`src/rtl/draw_board_if.sv`:
```
// VGA pixel bundle passed between pixel-pipeline stages.
interface vga_if;
    logic [10:0] hcount;
    logic [10:0] vcount;
    logic        hsync;
    logic        vsync;
    logic        hblnk;
    logic        vblnk;
    logic [11:0] rgb;

    modport in  (input  hcount, vcount, hsync, vsync, hblnk, vblnk, rgb);
    modport out (output hcount, vcount, hsync, vsync, hblnk, vblnk, rgb);
endinterface

```
`src/rtl/draw_board.sv`:
```
// Overlays a GRID_SIZE x GRID_SIZE warships board on the VGA stream; two-stage
// pipeline, cell state fetched from an external board memory addressed in stage 1.
module draw_board #(
    parameter int          X_POS     = 64,
    parameter int          Y_POS     = 64,
    parameter int          CELL_SIZE = 32,
    parameter int          GRID_SIZE = 10,
    parameter int          ADDR_W    = $clog2(GRID_SIZE*GRID_SIZE),
    parameter logic [11:0] COL_LINE  = 12'h000,
    parameter logic [11:0] COL_WATER = 12'h05F,
    parameter logic [11:0] COL_SHIP  = 12'h888,
    parameter logic [11:0] COL_HIT   = 12'hF00,
    parameter logic [11:0] COL_MISS  = 12'hFFF
) (
    input  logic              clk,
    input  logic              rst,
    vga_if.in                 in,
    vga_if.out                out,
    output logic [ADDR_W-1:0] cell_addr,
    input  logic [1:0]        cell_data
);
    localparam int BOARD_PX = GRID_SIZE*CELL_SIZE;
    localparam int COL_W    = (GRID_SIZE > 1) ? $clog2(GRID_SIZE) : 1;
    localparam int PX_W     = $clog2(CELL_SIZE);

    localparam logic [10:0]      X_FIRST = 11'(X_POS);
    localparam logic [10:0]      X_END   = 11'(X_POS + BOARD_PX);
    localparam logic [10:0]      X_LAST  = 11'(X_POS + BOARD_PX - 1);
    localparam logic [10:0]      Y_FIRST = 11'(Y_POS);
    localparam logic [10:0]      Y_END   = 11'(Y_POS + BOARD_PX);
    localparam logic [10:0]      Y_LAST  = 11'(Y_POS + BOARD_PX - 1);
    localparam logic [COL_W-1:0] IDX_MAX = COL_W'(GRID_SIZE - 1);
    localparam logic [PX_W-1:0]  PX_MAX  = PX_W'(CELL_SIZE - 1);

    typedef struct packed {
        logic [10:0] hcount;
        logic [10:0] vcount;
        logic        hsync;
        logic        vsync;
        logic        hblnk;
        logic        vblnk;
        logic [11:0] rgb;
    } pix_t;

    pix_t              in_pix;
    pix_t              s1_d, s1_q, s2_d, s2_q;
    logic              in_board_d, in_board_q;
    logic              line_d, line_q;
    logic              h_in, v_in;
    logic [COL_W-1:0]  col_d, col_q, col_cur;
    logic [COL_W-1:0]  row_d, row_q;
    logic [PX_W-1:0]   col_px_d, col_px_q, col_px_cur;
    logic [PX_W-1:0]   row_px_d, row_px_q;
    logic [ADDR_W-1:0] cell_addr_d, cell_addr_q;

    assign in_pix = {in.hcount, in.vcount, in.hsync, in.vsync, in.hblnk, in.vblnk, in.rgb};

    always_comb begin
        s1_d = in_pix;
        h_in = (in.hcount >= X_FIRST) && (in.hcount < X_END);
        v_in = (in.vcount >= Y_FIRST) && (in.vcount < Y_END);
        in_board_d = h_in && v_in && !in.hblnk && !in.vblnk;

        // col/col_px registers hold the position of the *next* pixel; the current
        // pixel's position is forced to zero at the board's left edge.
        col_cur    = (in.hcount == X_FIRST) ? '0 : col_q;
        col_px_cur = (in.hcount == X_FIRST) ? '0 : col_px_q;
        col_d      = col_q;
        col_px_d   = col_px_q;
        if (h_in) begin
            if (col_px_cur == PX_MAX) begin
                col_px_d = '0;
                col_d    = (col_cur == IDX_MAX) ? col_cur : col_cur + COL_W'(1);
            end else begin
                col_px_d = col_px_cur + PX_W'(1);
                col_d    = col_cur;
            end
        end

        row_d    = row_q;
        row_px_d = row_px_q;
        if (in.hcount == 11'd0) begin
            if (in.vcount == Y_FIRST) begin
                row_d    = '0;
                row_px_d = '0;
            end else if (row_px_q == PX_MAX) begin
                row_px_d = '0;
                row_d    = (row_q == IDX_MAX) ? row_q : row_q + COL_W'(1);
            end else begin
                row_px_d = row_px_q + PX_W'(1);
            end
        end

        line_d = in_board_d && ((col_px_cur == '0) || (row_px_d == '0) ||
                                (in.hcount == X_LAST) || (in.vcount == Y_LAST));

        cell_addr_d = in_board_d
                    ? ADDR_W'(row_d) * ADDR_W'(GRID_SIZE) + ADDR_W'(col_cur)
                    : cell_addr_q;

        s2_d = s1_q;
        if (s1_q.hblnk || s1_q.vblnk) begin
            s2_d.rgb = 12'h000;
        end else if (!in_board_q) begin
            s2_d.rgb = s1_q.rgb;
        end else if (line_q) begin
            s2_d.rgb = COL_LINE;
        end else begin
            case (cell_data)
                2'd0:    s2_d.rgb = COL_WATER;
                2'd1:    s2_d.rgb = COL_SHIP;
                2'd2:    s2_d.rgb = COL_HIT;
                default: s2_d.rgb = COL_MISS;
            endcase
        end
    end

    always_ff @(posedge clk) begin
        if (rst) begin
            s1_q        <= '0;
            s2_q        <= '0;
            in_board_q  <= 1'b0;
            line_q      <= 1'b0;
            col_q       <= '0;
            col_px_q    <= '0;
            row_q       <= '0;
            row_px_q    <= '0;
            cell_addr_q <= '0;
        end else begin
            s1_q        <= s1_d;
            s2_q        <= s2_d;
            in_board_q  <= in_board_d;
            line_q      <= line_d;
            col_q       <= col_d;
            col_px_q    <= col_px_d;
            row_q       <= row_d;
            row_px_q    <= row_px_d;
            cell_addr_q <= cell_addr_d;
        end
    end

    assign cell_addr  = cell_addr_q;
    assign out.hcount = s2_q.hcount;
    assign out.vcount = s2_q.vcount;
    assign out.hsync  = s2_q.hsync;
    assign out.vsync  = s2_q.vsync;
    assign out.hblnk  = s2_q.hblnk;
    assign out.vblnk  = s2_q.vblnk;
    assign out.rgb    = s2_q.rgb;
endmodule

```
`src/flat_wrapper.sv`:
```
// flat-port wrapper written by rule: the top's interface ports become plain ports
module draw_board_flat 
#(
    parameter int          X_POS     = 64,
    parameter int          Y_POS     = 64,
    parameter int          CELL_SIZE = 32,
    parameter int          GRID_SIZE = 10,
    parameter int          ADDR_W    = $clog2(GRID_SIZE*GRID_SIZE),
    parameter logic [11:0] COL_LINE  = 12'h000,
    parameter logic [11:0] COL_WATER = 12'h05F,
    parameter logic [11:0] COL_SHIP  = 12'h888,
    parameter logic [11:0] COL_HIT   = 12'hF00,
    parameter logic [11:0] COL_MISS  = 12'hFFF
)
  (clk, rst, cell_addr, cell_data, in_hcount, in_vcount, in_hsync, in_vsync, in_hblnk, in_vblnk, in_rgb, out_hcount, out_vcount, out_hsync, out_vsync, out_hblnk, out_vblnk, out_rgb);
  vga_if in_i ();
  vga_if out_i ();
  input  logic clk;
  input  logic rst;
  output logic [ADDR_W-1:0] cell_addr;
  input  logic [1:0] cell_data;
  input wire logic [$bits(in_i.hcount)-1:0] in_hcount;
  input wire logic [$bits(in_i.vcount)-1:0] in_vcount;
  input wire logic [$bits(in_i.hsync)-1:0] in_hsync;
  input wire logic [$bits(in_i.vsync)-1:0] in_vsync;
  input wire logic [$bits(in_i.hblnk)-1:0] in_hblnk;
  input wire logic [$bits(in_i.vblnk)-1:0] in_vblnk;
  input wire logic [$bits(in_i.rgb)-1:0] in_rgb;
  output wire logic [$bits(out_i.hcount)-1:0] out_hcount;
  output wire logic [$bits(out_i.vcount)-1:0] out_vcount;
  output wire logic [$bits(out_i.hsync)-1:0] out_hsync;
  output wire logic [$bits(out_i.vsync)-1:0] out_vsync;
  output wire logic [$bits(out_i.hblnk)-1:0] out_hblnk;
  output wire logic [$bits(out_i.vblnk)-1:0] out_vblnk;
  output wire logic [$bits(out_i.rgb)-1:0] out_rgb;
  assign in_i.hcount = in_hcount;
  assign in_i.vcount = in_vcount;
  assign in_i.hsync = in_hsync;
  assign in_i.vsync = in_vsync;
  assign in_i.hblnk = in_hblnk;
  assign in_i.vblnk = in_vblnk;
  assign in_i.rgb = in_rgb;
  assign out_hcount = out_i.hcount;
  assign out_vcount = out_i.vcount;
  assign out_hsync = out_i.hsync;
  assign out_vsync = out_i.vsync;
  assign out_hblnk = out_i.hblnk;
  assign out_vblnk = out_i.vblnk;
  assign out_rgb = out_i.rgb;
  draw_board #(.X_POS(X_POS), .Y_POS(Y_POS), .CELL_SIZE(CELL_SIZE), .GRID_SIZE(GRID_SIZE), .ADDR_W(ADDR_W), .COL_LINE(COL_LINE), .COL_WATER(COL_WATER), .COL_SHIP(COL_SHIP), .COL_HIT(COL_HIT), .COL_MISS(COL_MISS)) u_core (.clk(clk), .rst(rst), .in(in_i), .out(out_i), .cell_addr(cell_addr), .cell_data(cell_data));
endmodule
```
`config.mk`:
```
export PLATFORM = sky130hd
export DESIGN_NAME = draw_board_flat
export DESIGN_NICKNAME = d
export VERILOG_FILES = /design/src/rtl/draw_board_if.sv /design/src/rtl/draw_board.sv /design/src/flat_wrapper.sv
export SDC_FILE = /design/constraint.sdc
export NUM_CORES = 1
export LEC_CHECK = 0
export CORE_ASPECT_RATIO = 0.75
export CORE_MARGIN = 2
export CORE_UTILIZATION = 46
export CTS_CLUSTER_DIAMETER = 30
export CTS_CLUSTER_SIZE = 14
export DETAILED_ROUTE_END_ITERATION = 7
export GPL_ROUTABILITY_DRIVEN = 0
export PLACE_DENSITY_LB_ADDON = 0.2
export SLEW_MARGIN = 30
export SYNTH_ARGS = -nofsm -noshare
export SYNTH_HDL_FRONTEND = slang
export SYNTH_SLANG_ARGS = --single-unit
```
`constraint.sdc`:
```
create_clock -name clk -period 3.9 [get_ports clk]
set_clock_uncertainty 0.15 [all_clocks]
set_input_delay 0.975 -clock clk [delete_from_list [all_inputs] [get_ports clk]]
set_output_delay 0.975 -clock clk [all_outputs]
set_load 0.05 [all_outputs]
```
After elaboration in Yosys (flattened, before gate mapping)

Cells that the tools add are included.

Register bits: 103
Input port bits: 42
Output and inout bits: 45
Word-level logic and storage cells: 73

Add/subtract/negate cells: 5
$mul: 1
$lt $le $gt $ge: 4
Equal/unequal tests: 10
Muxes and demuxes: 15
Reductions and logical operators: 17

Operators by type and width:

| kind                | count |
|---|---|
| $pmux 12 s3         | 1 |
| $mux 4              | 7 |
| $mux 5              | 5 |
| $mux 12             | 2 |
| $eq 11x7->1 const B | 2 |
| $eq 11x9->1 const B | 2 |
| $ge 11x7->1 const B | 2 |
| $lt 11x9->1 const B | 2 |
| $logic_not 11->1    | 1 |
| $add 5x1->5 const B | 2 |
| $eq 5x5->1 const B  | 2 |
| $logic_not 5->1     | 2 |
| $add 4x1->4 const B | 2 |
| $eq 4x4->1 const B  | 2 |
| $add 7x4->7         | 1 |
| $logic_and 1x1->1   | 6 |
| $mul 4x3->6 const B | 1 |
| $logic_or 1x1->1    | 4 |
| $eq 2x1->1 const B  | 1 |
| $eq 2x2->1 const B  | 1 |
| $logic_not 1->1     | 2 |
| $logic_not 2->1     | 1 |
| $reduce_or 2->1     | 1 |

Longest topological paths before layout

Gate-level depths: netlist of run 1.

Depth in word-level cells: 9
Gate-level depth with buffers: 17
Depth with buffers taken out: 16

Worst setup path before layout of run 1

No wires, ideal clock.

Kind: in2reg
From: input in_vcount[7]
To: register u_core.cell_addr_q[6] (netlist: u_core.cell_addr[6])
Setup time: 0.093 ns
Data arrival time: 3.914 ns
Data required time: 3.657 ns
Slack: -0.257 ns
Stages on the path: 14
Cell sequence: nor4b_2 > and3_1 > buf_4 > o21ai_0 > a2bb2oi_1 > inv_1 > ha_1 > ha_1 > inv_1 > fa_1 > nor4b_1 > xor2_1 > or2_0 > o311ai_2

Word-level cells in the longest chain between the ends: 5

RTL lines:

| what                   | line               | source |
|---|---|---|
| start: declaration     | flat_wrapper.sv:23 | `input wire logic [$bits(in_i.vcount)-1:0] in_vcount;` |
| $eq 11x7->1            | draw_board.sv:83   | `if (in.vcount == Y_FIRST) begin` |
| $mux 4                 | draw_board.sv:83   |  |
| $mux 4                 | draw_board.sv:82   | `if (in.hcount == 11'd0) begin` |
| net u_core.row_d[1]    | draw_board.sv:51   | `logic [COL_W-1:0] row_d, row_q;` |
| $mul 4x3->6            | draw_board.sv:98   | `? ADDR_W'(row_d) * ADDR_W'(GRID_SIZE) + ADDR_W'(col_cur)` |
| $add 7x4->7            | draw_board.sv:98   |  |
| end signal: assignment | draw_board.sv:138  | `cell_addr_q <= cell_addr_d;` |
| end: declaration       | draw_board.sv:54   | `logic [ADDR_W-1:0] cell_addr_d, cell_addr_q;` |

The timed path passes the listed nets, and every way through them passes these cells.
A chain may end at the register's enable or synchronous reset.

Final worst setup path of run 1

From: input in_vcount[9]
To: register u_core.cell_addr_q[6] (netlist: u_core.cell_addr[6])

The elaborated chain is that of the path after synthesis.

==> results of run 1 <==
[cell families after synthesis]
group                      after synthesis  synth area share (%)
muxes                                    5                 1.226
and+or+nand+nor                        188                 26.17
adders and majority gates               22                 7.110
AOI/OAI and AO/OA                       63                 10.05
xor gates and xnor gates                 5                 1.073
buffers and inverters                   38                 3.861
DFF                                    103                 50.51
[Yosys cell counts (all sizes together), types with 2 or more instances]
library cell	instances	area, sq um
o311ai	2	25.03
a2111oi	2	23.77
nand2b	12	75.07
or4	2	15.01
a21oi	29	145.1
xor2	2	17.52
and3	5	31.28
xnor2	3	26.28
or2	3	18.77
nand4	5	31.28
fa	2	40.04
ha	20	250.2
nor4	6	67.56
a31oi	2	12.51
nor2	26	97.59
nor2b	66	412.9
nand2	32	120.1
nor3	7	40.04
mux2i	5	50.05
clkbuf	15	56.30
o21ai	10	50.05
nand3	10	50.05
nor4b	3	32.53
nand3b	2	15.01
and2	6	37.54
inv	17	63.81
o2111ai	3	26.28
buf	6	37.53
a211oi	2	15.01
dfxtp	103	2062
[per-stage QoR]
step / total power (uW) / setup TNS, ns / utilization [%] / cell area, sq um
after CTS: 2219 / 0 / 67.48 / 5754
after global placement: 1359 / -1.270 / 62.45 / 5325
final: 2194 / -0.07616 / 67.98 / 5797
after global routing: 2282 / -0.1759 / 67.98 / 5797
after detailed placement: 1363 / -1.586 / 62.45 / 5325
after floorplan: 1244 / 0 / - / 4113
[power breakdown]
part           internal (uW)  total [uW]  switching [uW]
Combinational            111         245             134
Sequential              1090        1100            11.2
Clock                    445         849             405
[area by class of cell]
class	count	share of cell area, %
flip-flops and latches	103	35.61
multi-input cells	283	35.33
repair buffers	141	20.66
clock buffers	9	3.885
well taps	108	2.331
inverters	17	1.101
clock inverters	7	1.079
[state kept, by name, summed over array words and instances (netlist names), 4 cells and up]
register	cells
u_core.s1_q	38
u_core.cell_addr	7
u_core.col_q	4
u_core.row_q	4
u_core.row_px_q	5
u_core.out.hcount	11
u_core.out.vcount	11
u_core.out.rgb	12
u_core.col_px_q	5
[cells in the final DEF (no fill, tap or decap), drive strengths merged, types with 6 or more instances in the layout]
| cell | n |
|---|---|
| nor2b | 66 |
| buf | 59 |
| nand3 | 10 |
| and2 | 6 |
| clkbuf | 20 |
| nor3 | 7 |
| nand2b | 12 |
| inv | 20 |
| nor2 | 26 |
| clkdlybuf4s50 | 63 |
| dfxtp | 103 |
| nor4 | 6 |
| a21oi | 29 |
| ha | 20 |
| nand2 | 32 |
| o21ai | 10 |
[worst max-delay path, delay by kind of cell]
| family | cells | cell delay, ns |
|---|---|---|
| adders and majority gates | 3 | 0.91 |
| buffers and inverters | 3 | 0.23 |
| and+or+nand+nor | 4 | 1.31 |
| AOI/OAI and AO/OA | 3 | 0.51 |
| xor gates and xnor gates | 1 | 0.15 |
[worst paths after layout]
check	startpoint	endpoint	slack, ns
worst max-delay path	in_vcount[9]	u_core.cell_addr[6]$_SDFFE_PP0P_	-0.08
worst max register to register	u_core.row_px_q[0]$_SDFF_PP0_	u_core.cell_addr[6]$_SDFFE_PP0P_	0.06
worst min register to register	u_core.s1_q[32]$_SDFF_PP0_	u_core.out.hcount[5]$_SDFF_PP0_	0.29
worst min-delay path	u_core.s1_q[32]$_SDFF_PP0_	u_core.out.hcount[5]$_SDFF_PP0_	0.29
[routing by layer]
layer	track usage, %	vias to the layer above	share of wire (%)
li1	-	1701	-
met1	24.93	1552	46
met2	31.08	93	47
met3	5.583	12	5.5
met4	5.876	0	1.2
met5	0	-	0
[repair_timing]
action                     in CTS  in global routing
hold endpoints to repair        0                  0
buffers inserted                8                  5
cloned                          0                  0
resized for setup              49                 41
pin swaps                      15                 19
setup endpoints to repair       2                  1
==> out/results.tsv, run 1 <==
stage	metric	value	unit
synthesis	sequential cell area fraction in the yosys report	50.51	%
power	total power per unit cell area	378.5	nW/um^2
global_route	All-Layer GR Usage	19.15	%
global_route	vias in the first global route	3106	
route	first drt pass iteration count	4	
clock_network	Num CTS Buffers	9	
synthesis	#FFs+latches synth	103	
layout	n_diodes	0	
critical_path	CP Launch Type	input pin	
layout	Area Overhead vs Synth	41.99	%
place	cell count after placement	639	
clock_network	Post-CTS Hold Buffers	0	
global_route	first-pass GRT wire length	14660	um
hold_path	Min-Delay Path Depth	1	
floorplanning	Die Wd	112.8	um
route	Via density	5.027	
floorplanning	Ports	87	
synthesis	EDFF count, synth	0	
floorplanning	Cell Rows	29	
synthesis	ys async rst share	0	%
floorplanning	die area	9653	sq um
clock_network	clock insertion delay at the later pin of the skew report	0.34	ns
synthesis	Synth Warn #	0	
job	Max Cap Viol	0	
clock_network	Clock Sink Count	103	
clock_network	CTS tree	yes	
clock_network	Clock transition at path regs	0.07	ns
global_route	gr ovfl total	0	
timing	worst-margin pin slew	0.5356	ns
synthesis	Mapped Avg Cell Area	9.629	sq um
place	HPWL Detailed	6385	um
critical_path	Crit-path slowest cell	fa_1	
layout	Net count, final	619	
timing	pins over their slew limit	0	
power	Lkg Pwr	0.002281	uW
timing	Slew Limit Headroom	64.18	%
critical_path	worst endpoint required time	4.01	ns
route	Routed Antenna Nets	0	
route	wire per inst	13.93	um
route	Routed WL	9306	um
route	DR DRC count	0	
global_route	antenna violations before repair	0	
critical_path	CP peak stage delay	0.51	ns
synthesis	Main synth FF type	dfxtp_1	
critical_path	worst-path fanout max	4	
clock_network	maximum clock path buffer count	2	
critical_path	CP Class	input pin to register	
hold_path	Worst Hold Class	register to register	
floorplanning	Die H	85.59	um
clock_network	clk root buf	clkbuf_16	
floorplanning	Initial Util	47.88	%
place	pre-CTS setup slack	-0.7208	ns
clock_network	H-tree levels	3	
timing	WHS	0.2853	ns
route	via count	3358	
critical_path	crit-path cells	buf_2 > nor4b_4 > and3_4 > o21ai_2 > a2bb2oi_2 > inv_2 > ha_4 > ha_4 > inv_2 > fa_1 > nor4b_2 > xor2_1 > or2_1 > o311ai_2	
synthesis	Post-Synthesis Cells	424	
place	I/O Buffers	86	
timing	final hold violation count	0	
route	Starting DRT DRC Count	141	
timing	fmax	251.5	MHz
timing	Final setup viols	1	
layout	area of the multi-input gates	2048	sq um
critical_path	R2R cell count	16	
synthesis	Yosys cell types	55	
layout	Post-Layout Cell Count	668	
synthesis	cell area after synthesis	4083	sq um
floorplanning	Core Region	8527	sq um
timing	Tmin final	3.976	ns
layout	Fillers	648	
run_status	failing checks	setup timing	
critical_path	crit path DAT	4.09	ns
critical_path	CP endpoint kind	register	
power	peak supply drop	260.7	uV
layout	register area	2064	sq um
timing	setup slack after layout	-0.07616	ns
layout	share of cells above drive strength 1	20.89	%
synthesis	syn_nets	488	
timing	Final Cycle Share	102.0	%
run_status	outcome	finished, violations left	
global_route	largest net degree at the start of global routing	44	
Note: power is estimated with default switching activity, not from simulation.
==> inputs of run 2 (changes only) <==
--- a/config.mk
+++ b/config.mk
@@ -6,13 +6,14 @@
 export NUM_CORES = 1
 export LEC_CHECK = 0
 export CORE_ASPECT_RATIO = 0.75
-export CORE_MARGIN = 2
+export CORE_MARGIN = 5
 export CORE_UTILIZATION = 46
 export CTS_CLUSTER_DIAMETER = 30
 export CTS_CLUSTER_SIZE = 14
 export DETAILED_ROUTE_END_ITERATION = 7
 export GPL_ROUTABILITY_DRIVEN = 0
 export PLACE_DENSITY_LB_ADDON = 0.2
+export RECOVER_POWER = 100
 export SLEW_MARGIN = 30
 export SYNTH_ARGS = -nofsm -noshare
 export SYNTH_HDL_FRONTEND = slang
==> run 2 against run 1 <==
Effect of this change: the flow finishes with violations (capacitance limit, slew limit); total power rose by 0.29%; largest power group unchanged; die area rose by 13%; first-iteration DRC count rose by 21%; cell area rose by 1.3%; sequential cell count did not move; sequential power barely moved; utilization rose by 0.60 points; sequential share of layout area fell by 0.46 points.
==> out/results.tsv, run 2 (same netlist as run 1, synthesis figures left out) <==
stage	metric	value	unit	change
run_status	outcome	finished, violations left		
run_status	failing checks	capacitance limit, slew limit		
timing	Tmin final	3.776	ns	-0.1999 ns
power	Int Power	1662	uW	+1.1%
hold_path	hold_sp	u_core.s1_q[26]$_SDFF_PP0_		
hold_path	Worst Hold Endpoint	u_core.out.vcount[10]$_SDFF_PP0_		
layout	Most flops, register	u_core.s1_q		
critical_path	crit-path cells	clkbuf_2 > nor4b_4 > and3_4 > o2bb2ai_4 > or2_4 > ha_4 > ha_4 > inv_2 > fa_1 > nor4b_2 > xor2_1 > buf_4 > o2111ai_1 > o311ai_2		
place	pre-CTS setup slack	-0.7559	ns	-0.03509 ns
route	wire per inst	13.99	um	+0.43%
global_route	gr ovfl total	0		unchanged
critical_path	CP Class	input pin to register		
timing	worst-margin pin slew	1.971	ns	+1.435 ns
place	HPWL Detailed	6698	um	+4.9%
clock_network	clk root buf	clkbuf_16		
critical_path	worst path bufs/invs	3		unchanged
clock_network	maximum clock path buffer count	2		unchanged
critical_path	CP Launch Type	input pin		
layout	Net count, final	619		unchanged
critical_path	R2R cell count	17		+1
floorplanning	Core Region	8563	sq um	+0.43%
global_route	first-pass GRT wire length	15550	um	+6.1%
layout	share of cells above drive strength 1	20.18	%	-0.71 points
route	DR DRC count	0		unchanged
hold_path	Worst Hold Class	register to register		
route	Starting DRT DRC Count	170		+21%
global_route	largest net degree at the start of global routing	58		+32%
route	via count	3290		-2.0%
layout	most frequent cells in the layout	dfxtp_1, nor2b_1, buf_4		
timing	Final setup viols	0		-1
timing	final hold violation count	0		unchanged
timing	Final Cycle Share	96.83	%	-5.1 points
power	Comb power frac	11.2	%	about the same
critical_path	worst-path fanout max	5		+1
critical_path	CP peak stage delay	0.50	ns	about the same
layout	Area Overhead vs Synth	43.86	%	
critical_path	kind of cell adding the most delay to the critical path	simple AND/OR/NAND/NOR gates		
clock_network	Clock Sink Count	103		unchanged
job	Max Cap Viol	1		+1
floorplanning	die area	10880	sq um	+13%
clock_network	CTS tree	yes		
layout	most common cell after layout, fill and taps aside	dfxtp_1		
critical_path	Critical R2R Launch	u_core.row_px_q[0]$_SDFF_PP0_		
power	Lkg Pwr	0.002440	uW	+7.0%
floorplanning	Die Wd	118.8	um	+5.3%
route	Routed WL	9346	um	+0.43%
critical_path	Crit-path slowest cell	fa_1		
power	Clock power frac	38.8	%	about the same
hold_path	Min-Delay Path Depth	1		unchanged
critical_path	crit-path most repeated cell	ha_4		
timing	Slew Limit Headroom	-31.60	%	-96 points
route	Via density	4.925		-2.0%
route	Routed Antenna Nets	0		unchanged
clock_network	clock insertion delay at the later pin of the skew report	0.34	ns	about the same
floorplanning	Ports	87		unchanged
clock_network	Clock transition at path regs	0.07	ns	about the same
clock_network	H-tree levels	3		unchanged
critical_path	crit path DAT	3.87	ns	-0.22 ns
critical_path	flop2flop setup slack	0.22	ns	+0.16 ns
floorplanning	Cell Rows	29		unchanged
critical_path	CP endpoint kind	register		
global_route	All-Layer GR Usage	17.48	%	-1.7 points
layout	n_diodes	0		unchanged
critical_path	RR Endpoint	u_core.cell_addr[6]$_SDFFE_PP0P_		
global_route	vias in the first global route	3217		+3.6%
clock_network	Num CTS Buffers	9		unchanged
power	peak supply drop	242.5	uV	-7.0%
place	I/O Buffers	86		unchanged
timing	pins over their slew limit	58		+58
timing	WHS	0.2840	ns	-0.001318 ns
critical_path	worst endpoint required time	4.00	ns	about the same
floorplanning	Initial Util	47.68	%	-0.20 points
layout	max reg flops	38		unchanged
power	Sequential Power Share	50.0	%	about the same
power	Switching Share	24.46	%	-0.57 points
route	first drt pass iteration count	4		unchanged
power	Switch Pwr	538.2	uW	-2.0%
timing	setup slack after layout	0.1238	ns	+0.1999 ns
global_route	antenna violations before repair	0		unchanged
timing	fmax	264.8	MHz	+5.3%
floorplanning	Die H	91.59	um	+7.0%
power	total power per unit cell area	374.6	nW/um^2	-1.0%
==> run 2: metal layers <==
layer / track usage [%] / share of wire (%)
met3: 5.155 / 5.8
met1: 23.32 / 48
met5: 0 / 0
met2: 27.80 / 46
met4: 4.725 / 0.81
==> run 2: worst max-delay path by stage <==
| stage | endpoint | slack [ns] | depth (start not counted) | from |
|---|---|---|---|---|
| 3_3_place_gp | u_core.cell_addr[6]$_SDFFE_PP0P_ | -0.64 | 13 | in_hcount[4] |
| 5_1_grt | u_core.cell_addr[6]$_SDFFE_PP0P_ | -0.02 | 14 | in_hcount[7] |
| 4_1_cts | u_core.cell_addr[6]$_SDFFE_PP0P_ | 0.003 | 13 | in_vcount[5] |
| 6_report | u_core.cell_addr[6]$_SDFFE_PP0P_ | 0.12 | 14 | in_vcount[7] |
| 2_1_floorplan | u_core.cell_addr[6]$_SDFFE_PP0P_ | 0.02 | 14 | in_vcount[7] |
| 3_5_place_dp | u_core.cell_addr[6]$_SDFFE_PP0P_ | -0.76 | 13 | in_hcount[9] |
==> run 2: area by class of cell <==
| class | instances | area [sq um] |
|---|---|---|
| Clock buffer | 10 | 239.0 |
| Clock inverter | 6 | 55.05 |
| Fill cell | 677 | 2690 |
| Inverter | 17 | 63.81 |
| Multi-Input combinational cell | 283 | 2081 |
| Sequential cell | 103 | 2064 |
| Tap cell | 108 | 135.1 |
| Timing Repair Buffer | 141 | 1235 |
==> run 2: repair_timing <==
item / 4_1_cts / 5_1_grt
buffers inserted: 6 / 6
hold buffers: 0 / 0
pin swaps: 19 / 19
setup endpoints to repair: 2 / 1
gates resized for setup: 70 / 36
==> run 2: metrics by stage <==
step | power [uW] | util, % | setup TNS, ns | instance area (sq um) | cells
4_1_cts | 2223 | 67.21 | 0 | 5756 | 662
6_report | 2200 | 68.59 | 0 | 5873 | 668
5_1_grt | 2289 | 68.59 | -0.01952 | 5873 | 668
3_3_place_gp | 1364 | 62.42 | -1.317 | 5345 | 640
2_1_floorplan | 1244 | - | 0 | 4113 | 424
3_5_place_dp | 1368 | 62.42 | -1.735 | 5345 | 640
==> run 2: power groups by stage <==
stage / Combinational, uW / Sequential (uW) / Clock [uW]
4_1_cts: 242 / 1100 / 881
3_3_place_gp: 241 / 1120 / 0
6_report: 247 / 1100 / 854
5_1_grt: 264 / 1100 / 921
2_1_floorplan: 69.1 / 1170 / 0
3_5_place_dp: 244 / 1120 / 0
==> inputs of run 3 (changes only) <==
--- a/config.mk
+++ b/config.mk
@@ -5,6 +5,7 @@
 export SDC_FILE = /design/constraint.sdc
 export NUM_CORES = 1
 export LEC_CHECK = 0
+export CAP_MARGIN = 20
 export CORE_ASPECT_RATIO = 0.75
 export CORE_MARGIN = 5
 export CORE_UTILIZATION = 46
==> results of run 3 <==
Same layout as run 2: the final DEF is identical, and so are final timing and power.
